==> src/rtl/countdown_if.sv <==
// Handshake bundle between the accelerator controller (master) and countdown_sequencer (slave).
interface countdown_if #(
   parameter int W = 4
);
   logic         START;
   logic [W-1:0] LOAD_VAL;
   logic         EN;
   logic         ABORT;
   logic         BUSY;
   logic         DONE;
   logic [W-1:0] Dout;

   modport master (
      output START, LOAD_VAL, EN, ABORT,
      input  BUSY, DONE, Dout
   );

   modport slave (
      input  START, LOAD_VAL, EN, ABORT,
      output BUSY, DONE, Dout
   );
endinterface

==> src/rtl/countdown_sequencer.sv <==
// Loadable down-counter with START/BUSY/DONE handshake for timing fixed-length phases.
// Optional feature: define COUNTDOWN_AUTO_RELOAD_EN for periodic reload from FIN.
module countdown_sequencer #(
   parameter int W = 4
) (
   input  logic       CLK,
   input  logic       RST,
   countdown_if.slave bus
);

   typedef enum logic [1:0] {
      S_IDLE,
      S_RUN,
      S_FIN
   } state_e;

   state_e       state_q, state_d;
   logic [W-1:0] dout_q, dout_d;
   logic         busy_q, busy_d;
   logic         done_q, done_d;
`ifdef COUNTDOWN_AUTO_RELOAD_EN
   logic [W-1:0] period_q, period_d;
`endif

   always_comb begin
      // NOTE: defaults first so every path assigns every output and no latch is inferred.
      state_d = state_q;
      dout_d  = dout_q;
`ifdef COUNTDOWN_AUTO_RELOAD_EN
      period_d = period_q;
`endif
      unique case (state_q)
         S_IDLE: begin
            if (bus.START && !bus.ABORT) begin
               dout_d = bus.LOAD_VAL;
`ifdef COUNTDOWN_AUTO_RELOAD_EN
               period_d = bus.LOAD_VAL;
`endif
               state_d = (bus.LOAD_VAL == '0) ? S_FIN : S_RUN;
            end
         end
         S_RUN: begin
            if (bus.ABORT) begin
               dout_d  = '0;
               state_d = S_IDLE;
            end else if (bus.EN) begin
               // Stop at zero rather than wrapping, even if a zero count ever reaches RUN.
               if (dout_q > W'(1)) begin
                  dout_d = dout_q - W'(1);
               end else begin
                  dout_d  = '0;
                  state_d = S_FIN;
               end
            end
         end
         S_FIN: begin
            dout_d  = '0;
            state_d = S_IDLE;
`ifdef COUNTDOWN_AUTO_RELOAD_EN
            if (!bus.ABORT && (period_q != '0)) begin
               dout_d  = period_q;
               state_d = S_RUN;
            end
`endif
         end
         default: begin
            dout_d  = '0;
            state_d = S_IDLE;
         end
      endcase

      // Outputs are decoded from the next state so they are registered yet align with it.
      busy_d = (state_d != S_IDLE);
      done_d = (state_d == S_FIN);
   end

   always_ff @(posedge CLK or negedge RST) begin
      if (!RST) begin
         state_q <= S_IDLE;
         dout_q  <= '0;
         busy_q  <= 1'b0;
         done_q  <= 1'b0;
`ifdef COUNTDOWN_AUTO_RELOAD_EN
         period_q <= '0;
`endif
      end else begin
         // NOTE: non-blocking assignments so all flops update from pre-edge values.
         state_q <= state_d;
         dout_q  <= dout_d;
         busy_q  <= busy_d;
         done_q  <= done_d;
`ifdef COUNTDOWN_AUTO_RELOAD_EN
         period_q <= period_d;
`endif
      end
   end

   assign bus.BUSY = busy_q;
   assign bus.DONE = done_q;
   assign bus.Dout = dout_q;

endmodule

==> src/flat_wrapper.sv <==
// flat-port wrapper written by rule: the top's interface ports become plain ports
module countdown_sequencer_flat 
#(
   parameter int W = 4
)
  (CLK, RST, bus_START, bus_LOAD_VAL, bus_EN, bus_ABORT, bus_BUSY, bus_DONE, bus_Dout);
  countdown_if #(.W(W)) bus_i ();
  input  logic CLK;
  input  logic RST;
  input wire logic [$bits(bus_i.START)-1:0] bus_START;
  input wire logic [$bits(bus_i.LOAD_VAL)-1:0] bus_LOAD_VAL;
  input wire logic [$bits(bus_i.EN)-1:0] bus_EN;
  input wire logic [$bits(bus_i.ABORT)-1:0] bus_ABORT;
  output wire logic [$bits(bus_i.BUSY)-1:0] bus_BUSY;
  output wire logic [$bits(bus_i.DONE)-1:0] bus_DONE;
  output wire logic [$bits(bus_i.Dout)-1:0] bus_Dout;
  assign bus_i.START = bus_START;
  assign bus_i.LOAD_VAL = bus_LOAD_VAL;
  assign bus_i.EN = bus_EN;
  assign bus_i.ABORT = bus_ABORT;
  assign bus_BUSY = bus_i.BUSY;
  assign bus_DONE = bus_i.DONE;
  assign bus_Dout = bus_i.Dout;
  countdown_sequencer #(.W(W)) u_core (.CLK(CLK), .RST(RST), .bus(bus_i));
endmodule
==> config.mk <==
export PLATFORM = sky130hd
export DESIGN_NAME = countdown_sequencer_flat
export DESIGN_NICKNAME = d
export VERILOG_FILES = /design/src/rtl/countdown_if.sv /design/src/rtl/countdown_sequencer.sv /design/src/flat_wrapper.sv
export SDC_FILE = /design/constraint.sdc
export NUM_CORES = 1
export LEC_CHECK = 0
export CAP_MARGIN = 0
export CORE_MARGIN = 3
export CORE_UTILIZATION = 33
export CTS_CLUSTER_SIZE = 28
export DETAILED_ROUTE_END_ITERATION = 10
export SLEW_MARGIN = 20
export SYNTH_ARGS = -nofsm -noshare
export SYNTH_HDL_FRONTEND = slang
export SYNTH_SLANG_ARGS = --single-unit
==> constraint.sdc <==
create_clock -name CLK -period 3.1 [get_ports CLK]
set_input_delay 0.31 -clock CLK [delete_from_list [all_inputs] [get_ports CLK]]
set_output_delay 0.31 -clock CLK [all_outputs]
set_load 0.05 [all_outputs]
Word-level counts from Yosys, hierarchy flattened
Index checks and enable logic that the tools add are counted.
{ "totals": {"reg_bits": 8, "latch_bits": 0, "mem_bits_rw": 0, "mem_bits_ro": 0, "inputBits": 9, "out_inout_bits": 6, "word_cells": 27, "memories": 0} }
{ "op_classes": {"addsub": 1, "mul": 0, "div_mod_pow": 0, "magnitude_cmp": 1, "eq_ne": 4, "n_shift": 0, "n_mux": 11, "n_bitwise": 0, "n_reduce_logical": 6} }
{ "ops": {"columns": ["op", "n"], "rows": [
  ["4-bit two-way mux", 4],
  ["2-bit two-way mux", 5],
  ["4-bit case mux with 2 select lines", 1],
  ["4-bit by 1-bit greater-than comparator with 1-bit output, second input constant", 1],
  ["4-bit logical NOT", 1],
  ["2-bit case mux with 2 select lines", 1],
  ["4-bit by 1-bit subtractor with 4-bit output, second input constant", 1],
  ["3-bit inequality test, second input constant", 1],
  ["2-bit by 1-bit equality test with 1-bit output, second input constant", 1],
  ["2-bit equality test, second input constant", 1],
  ["2-bit logical NOT", 1],
  ["2-bit by 1-bit inequality test with 1-bit output, second input constant", 1],
  ["2-bit AND reduction", 1],
  ["2-bit nonzero test", 1],
  ["1-bit logical AND", 1],
  ["1-bit logical NOT", 1]
]} }

Longest topological paths before layout
Gate-level depths: netlist of run 1.
{ "depth": {"depth_word": 6, "ltp_mapped": 6, "ltp_nobuf": 6} }

Worst setup path after synthesis of run 1
OpenSTA, ideal clock, no wires.
{ "synth_timing": {"path_kind": "register to register", "startpoint": "reg u_core.dout_q[0] (netlist: u_core.bus.Dout[0])", "endpoint": "reg u_core.done_q (netlist: u_core.bus.DONE)", "t_arrival_ns": 1.696, "required_time_ns": 3.014, "setup_slack_ns": 1.318, "stages_incl_launch_ff": 6, "path_buffers": 0, "cell_sequence": "dfrtp_1 ha_1 nor2_1 or4b_1 a2bb2oi_1 nor3_1"} }
{ "synth_between": {"elab_chain_cells": 6} }
{ "synth_rtl": {"columns": ["element", "line", "source"], "rows": [
  ["start, declared", "countdown_sequencer.sv:18", "logic [W-1:0] dout_q, dout_d;"],
  ["start signal, assigned", "countdown_sequencer.sv:89", "dout_q <= dout_d;"],
  ["4-bit by 1-bit greater-than comparator with 1-bit output", "countdown_sequencer.sv:48", "if (dout_q > W'(1)) begin"],
  ["2-bit two-way mux", "countdown_sequencer.sv:48", null],
  ["2-bit two-way mux", "countdown_sequencer.sv:46", "end else if (bus.EN) begin"],
  ["2-bit two-way mux", "countdown_sequencer.sv:43", "if (bus.ABORT) begin"],
  ["2-bit case mux with 2 select lines", "countdown_sequencer.sv:32", "unique case (state_q)"],
  ["2-bit equality test", "countdown_sequencer.sv:74", "done_d = (state_d == S_FIN);"],
  ["named net u_core.done_d", "countdown_sequencer.sv:20", "logic done_q, done_d;"],
  ["end signal, assigned", "countdown_sequencer.sv:91", "done_q <= done_d;"],
  ["end, declared", "countdown_sequencer.sv:20", null]
]} }
The timed path passes the listed nets, and every way through them passes these cells.
A chain may end at the register's enable or synchronous reset.

Final worst setup path of run 1
{ "layout_timing": {"startpoint": "reg u_core.dout_q[0] (netlist: u_core.bus.Dout[0])", "endpoint": "out bus_Dout[0]"} }
{ "layout_rtl": {"columns": ["element", "line", "source"], "rows": [
  ["end, declared", "flat_wrapper.sv:16", "output wire logic [$bits(bus_i.Dout)-1:0] bus_Dout;"]
]} }
No word-level cell between the ends.

==> metrics.cfg, run 1 <==
[run_status]
status=completed

[detailed_routing]
first_iter_violations=9
post_drt_wl_per_cell_um=13.4
num_vias=414
wl_met2_um=512
antenna_left=0
drc=0
drt_pass1_iterations=4
top_layer=met4
vias_per_cell=5.52
totalWireLength_um=1010
met1_length_um=428
wl_met3_um=52

[setup_path]
endpoint_kind=primary output
critPathMaxFanout=7
worst-path-buf-inv=1
crit_path_cell_trace=clkdlybuf4s50_1
arrival_ns=1.55
path_depth=1
worstReg2RegEnd=u_core.bus.DONE$_DFF_PN0_
rr_startpoint=u_core.bus.Dout[0]$_DFFE_PN0P_
cp.required_ns=2.79
cp_slowest_cell=clkdlybuf4s50_1
critPathTopFamily=buffers and inverters
crit_type=flip-flop to primary output
reg2reg_slack_ns=1.36
cp-start-kind=flip-flop
cp_slowest_stage_delay_ns=0.84
reg2reg_depth=6

[layout]
nNetsFinal=74
n_antenna_cell=0
fill_cells=120
multiInputGateArea_um2=246
mostFrequentLayoutCell=clkdlybuf4s50_1
area_delta_synth_final_pct=39.3
seqCellArea_um2=200
layout_common_cells=clkdlybuf4s50_1 (14), dfrtp_1 (8), nor2_1 (4), nor3_1 (4)
fin_area_um2=638
drive_gt1_frac=0.0984

[timing]
hold_viol=0
rsz0062_at_grt=false
tightestPinTransition_ns=0.499
setup_slack_ns=1.24
fin_setup_tns_ns=0
max_freq_ghz=0.537
max_slew_margin=0.667
final_max_slew_viol_count=0
setup_violations=0
period_share=0.600
period_minus_slack_ns=1.86
skew_ns=0.00149

[worst_hold_path]
hp-class=input pin to async pin

[cts]
htreeDepth=1
clk_latency_ns=0.25
cts_hold_buf=0
path_clk_slew_ns=0.05
cts_tree=built
clkSinkCount=8
cts_setup_buffers=0
clockBufferDepth=2
cts_made_buffers=3
cts_root_buffer=clkbuf_4
cts-resized-gates=0

[global_route]
grtUsageTotal=0.135
grt_max_degree=9
antenna_found_initial=0
first_global_vias=431
overflow=0
grt_pass1_wl_um=1830

[synthesis]
synth_top_family_by_area=simple AND/OR/NAND/NOR gates
syn_avg_cell_area_um2=10.4
synth_nets=55
synth-seq-cells=8
yosysSeqAreaShare=0.437
syn_area_um2=458
synth-warning-count=0
synth.mux.area_fraction=0
synth-xor-area-share=0
synth_compound_area_frac=0.180
synthAdderAreaFrac=0.0546
synthCells=44
synthDistinctLibCells=22
synth-simple-area-share=0.303

[place]
hpwlAfterDp_um=873
io_buffers=14
place_ws_ns=1.30
dpl_cell_area_um2=616
globalplace.congestion=0.805

[floorplan]
die_h_um=43.3
start_util=0.381
coreArea_um2=1200
io_pins=15
row_count=12
fp.dieArea_um2=1870
die_x_um=43.3

[run]
drv_cap=0

[pwr]
irDropWorstVdd_mv=0.174
p_per_area_nw_per_um2=577
p_leak_nw=0.267

[cells by family (layout without fill, tap and decap cells)]
logic type | after synthesis | in the layout
flops | 8 | 8
simple gates | 21 | 21
compound gates | 10 | 10
buf+inv | 3 | 20
fa+ha+maj | 2 | 2
[per-layer routing]
| metal | global-route usage | up-vias |
|---|---|---|
| li1 | - | 206 |
| met1 | 0.156 | 194 |
| met2 | 0.201 | 12 |
| met3 | 0.0424 | 2 |
| met4 | 0.108 | 0 |
| met5 | 0 | - |
[sequential cells by signal, summed over array words and instances, names as in the netlist]
name,flops
u_core.bus.DONE,1
u_core.state_q,2
u_core.bus.Dout,4
u_core.bus.BUSY,1
[layout make-up]
type	count	share of cell area
multi-input combinational	33	0.386
sequential	8	0.314
timing repair buffer	14	0.220
clock buffer	3	0.0353
tap	14	0.0275
inverter	3	0.0176
[worst max-delay path by stage]
| stage | from | endpoint | slack (ns) |
|---|---|---|---|
| 3_3_place_gp | bus_ABORT | u_core.bus.Dout[2]$_DFFE_PN0P_ | 1.35 |
| 6_report | u_core.bus.Dout[0]$_DFFE_PN0P_ | bus_Dout[0] | 1.24 |
| 5_1_grt | u_core.bus.Dout[2]$_DFFE_PN0P_ | bus_Dout[2] | 1.17 |
| 2_1_floorplan | u_core.bus.Dout[0]$_DFFE_PN0P_ | u_core.bus.DONE$_DFF_PN0_ | 1.32 |
| 3_5_place_dp | bus_ABORT | u_core.bus.Dout[2]$_DFFE_PN0P_ | 1.30 |
| 4_1_cts | u_core.bus.Dout[0]$_DFFE_PN0P_ | bus_Dout[0] | 1.23 |
[power breakdown]
part	total, mW	switching (mW)	internal [mW]
clock	0.0770	0.0329	0.0441
combinational	0.148	0.0854	0.0623
sequential	0.144	0.0238	0.120
total	0.368	0.142	0.226
[Yosys cell counts]
cell type,number,share of area
o31ai_1,1,0.016
o311ai_0,1,0.019
a2bb2oi_1,1,0.019
nand3_1,1,0.011
ha_1,2,0.055
nand4b_1,1,0.019
o31ai_2,1,0.027
a21oi_1,1,0.011
and2b_4,1,0.022
nand2_1,1,0.0082
nor4_1,1,0.014
inv_1,3,0.025
nor2_1,4,0.033
or4b_1,2,0.044
dfrtp_1,8,0.44
nor3_1,4,0.044
nor2b_1,3,0.041
or4_1,1,0.016
and4bb_4,1,0.036
nor3b_1,1,0.016
o21ai_1,2,0.022
a221o_1,3,0.066
[through the flow]
step | util | power [mW] | instances | hold slack (ns)
5_1_grt | 0.531 | 0.396 | 75 | 0.338
3_3_place_gp | 0.513 | 0.289 | 72 | 0.576
2_1_floorplan | - | 0.237 | 44 | 0.0144
6_report | 0.531 | 0.368 | 75 | 0.324
3_5_place_dp | 0.513 | 0.294 | 72 | 0.585
4_1_cts | 0.531 | 0.372 | 75 | 0.333
Note: power is estimated with default switching activity, not from simulation.
==> run 2, diff against run 1 <==
==> constraint.sdc (replaced) <==
create_clock -name CLK -period 1.8 [get_ports CLK]
set_input_delay 0.18 -clock CLK [delete_from_list [all_inputs] [get_ports CLK]]
set_output_delay 0.18 -clock CLK [all_outputs]
set_load 0.05 [all_outputs]
==> metrics.cfg, run 2 (same netlist as run 1, synthesis figures left out) <==
[detailed_routing]
totalWireLength_um=1170
first_iter_violations=15
num_vias=443
drt_pass1_iterations=4
antenna_left=0
post_drt_wl_per_cell_um=15.2
drc=0
vias_per_cell=5.75

[layout]
nNetsFinal=76
drive_gt1_frac=0.159
mostFrequentLayoutCell=clkdlybuf4s50_1
layout_common_cells=clkdlybuf4s50_1 (13), dfrtp_1 (8), nor2_1 (4)
largest_register_ffs=4
fin_area_um2=656
n_antenna_cell=0
area_delta_synth_final_pct=43.2
utilization=0.546

[pwr]
irDropWorstVdd_mv=0.510
p_leak_nw=0.281
p_per_area_nw_per_um2=1000

[setup_path]
cp_slowest_stage_delay_ns=0.84
crit_path_cell_trace=clkdlybuf4s50_1
worstReg2RegEnd=u_core.state_q[1]$_DFF_PN0_
rr_startpoint=u_core.bus.Dout[1]$_DFFE_PN0P_
cp.required_ns=1.62
worstSetupStartpoint=u_core.bus.Dout[2]$_DFFE_PN0P_
reg2reg_slack_ns=0.16
arrival_ns=1.55
reg2reg_depth=6
critPathTopFamily=buffers and inverters
cp-start-kind=flip-flop
endpoint_kind=primary output
cp_slowest_cell=clkdlybuf4s50_1
worst-path-buf-inv=1
path_depth=1
critPathMaxFanout=7
crit_type=flip-flop to primary output

[timing]
hold_viol=0
max_slew_margin=0.662
skew_ns=0.00571
final_max_slew_viol_count=0
rsz0062_at_grt=true
period_share=0.959
setup_violations=0
max_freq_ghz=0.579
tightestPinTransition_ns=0.506
holdWs_ns=0.217
period_minus_slack_ns=1.73

[floorplan]
start_util=0.381
row_count=12
die_h_um=43.3
die_x_um=43.3
io_pins=15
coreArea_um2=1200
fp.dieArea_um2=1870

[place]
io_buffers=14
hpwlAfterDp_um=911
globalplace.congestion=0.800
dpl_cell_area_um2=628

[cts]
cts_setup_buffers=0
cts_tree=built
cts-resized-gates=0
cts_root_buffer=clkbuf_4
clockBufferDepth=2
path_clk_slew_ns=0.06
htreeDepth=1
cts_made_buffers=3
clk_latency_ns=0.26
cts_hold_buf=0
clkSinkCount=8

[global_route]
grtUsageTotal=0.145
overflow=0
grt_pass1_wl_um=1950
antenna_found_initial=0
grt_max_degree=9
first_global_vias=422

[run_status]
status=completed

[worst_hold_path]
hp-class=input pin to async pin

[run]
drv_cap=0

-- run 2: cell types whose count changed in the layout (fill, tap and decap cells not counted), sizes merged --
cell,change
buf,+3
clkdlybuf4s50,-1
-- run 2: worst max path at each step --
stage | end | slack [ns]
final | bus_Dout[2] | 0.07
after global routing | u_core.bus.Dout[3]$_DFFE_PN0P_ | -0.004
after CTS | bus_Dout[3] | 0.08
after detailed placement | u_core.state_q[1]$_DFF_PN0_ | 0.09
after global placement | u_core.bus.Dout[1]$_DFFE_PN0P_ | 0.14
after floorplan | u_core.bus.DONE$_DFF_PN0_ | 0.02
-- run 2: per-layer routing --
layer  share of wire  vias to the layer above  global-route usage
li1                -                      209                   -
met1            0.42                      208               0.191
met2            0.48                       22               0.204
met3           0.073                        4              0.0169
met4           0.028                        0               0.127
met5               0                        -                   0
-- run 2: worst register-to-register path, delay by kind of cell (launching register included) --
family	cells	cell delay, ns
buffers and inverters	1	0.09
and+or+nand+nor	3	0.70
DFF	1	0.41
AOI/OAI and AO/OA	1	0.17
adders and majority gates	1	0.18
-- run 2: cell type report --
| class | instances | area [µm²] |
|---|---|---|
| multi-input combinational | 33 | 251 |
| clock buffer | 3 | 22.5 |
| sequential | 8 | 200 |
| timing repair buffer | 16 | 153 |
| fill | 116 | 546 |
| tap | 14 | 17.5 |
| inverter | 3 | 11.3 |
-- run 2: where the power goes --
| group | internal (mW) | total [mW] | switching [mW] |
|---|---|---|---|
| sequential | 0.206 | 0.243 | 0.0366 |
| clock | 0.0767 | 0.144 | 0.0673 |
| combinational | 0.114 | 0.272 | 0.158 |
-- run 2: stage by stage --
stage          setup TNS [ns]  total power, mW  std cells  worst slack, ns
2_1_floorplan               0            0.407         44           0.0179
3_3_place_gp                0            0.506         74            0.142
3_5_place_dp                0            0.515         74           0.0892
4_1_cts                     0            0.658         77           0.0772
5_1_grt              -0.00380            0.698         77         -0.00380
6_report                    0            0.659         77           0.0743
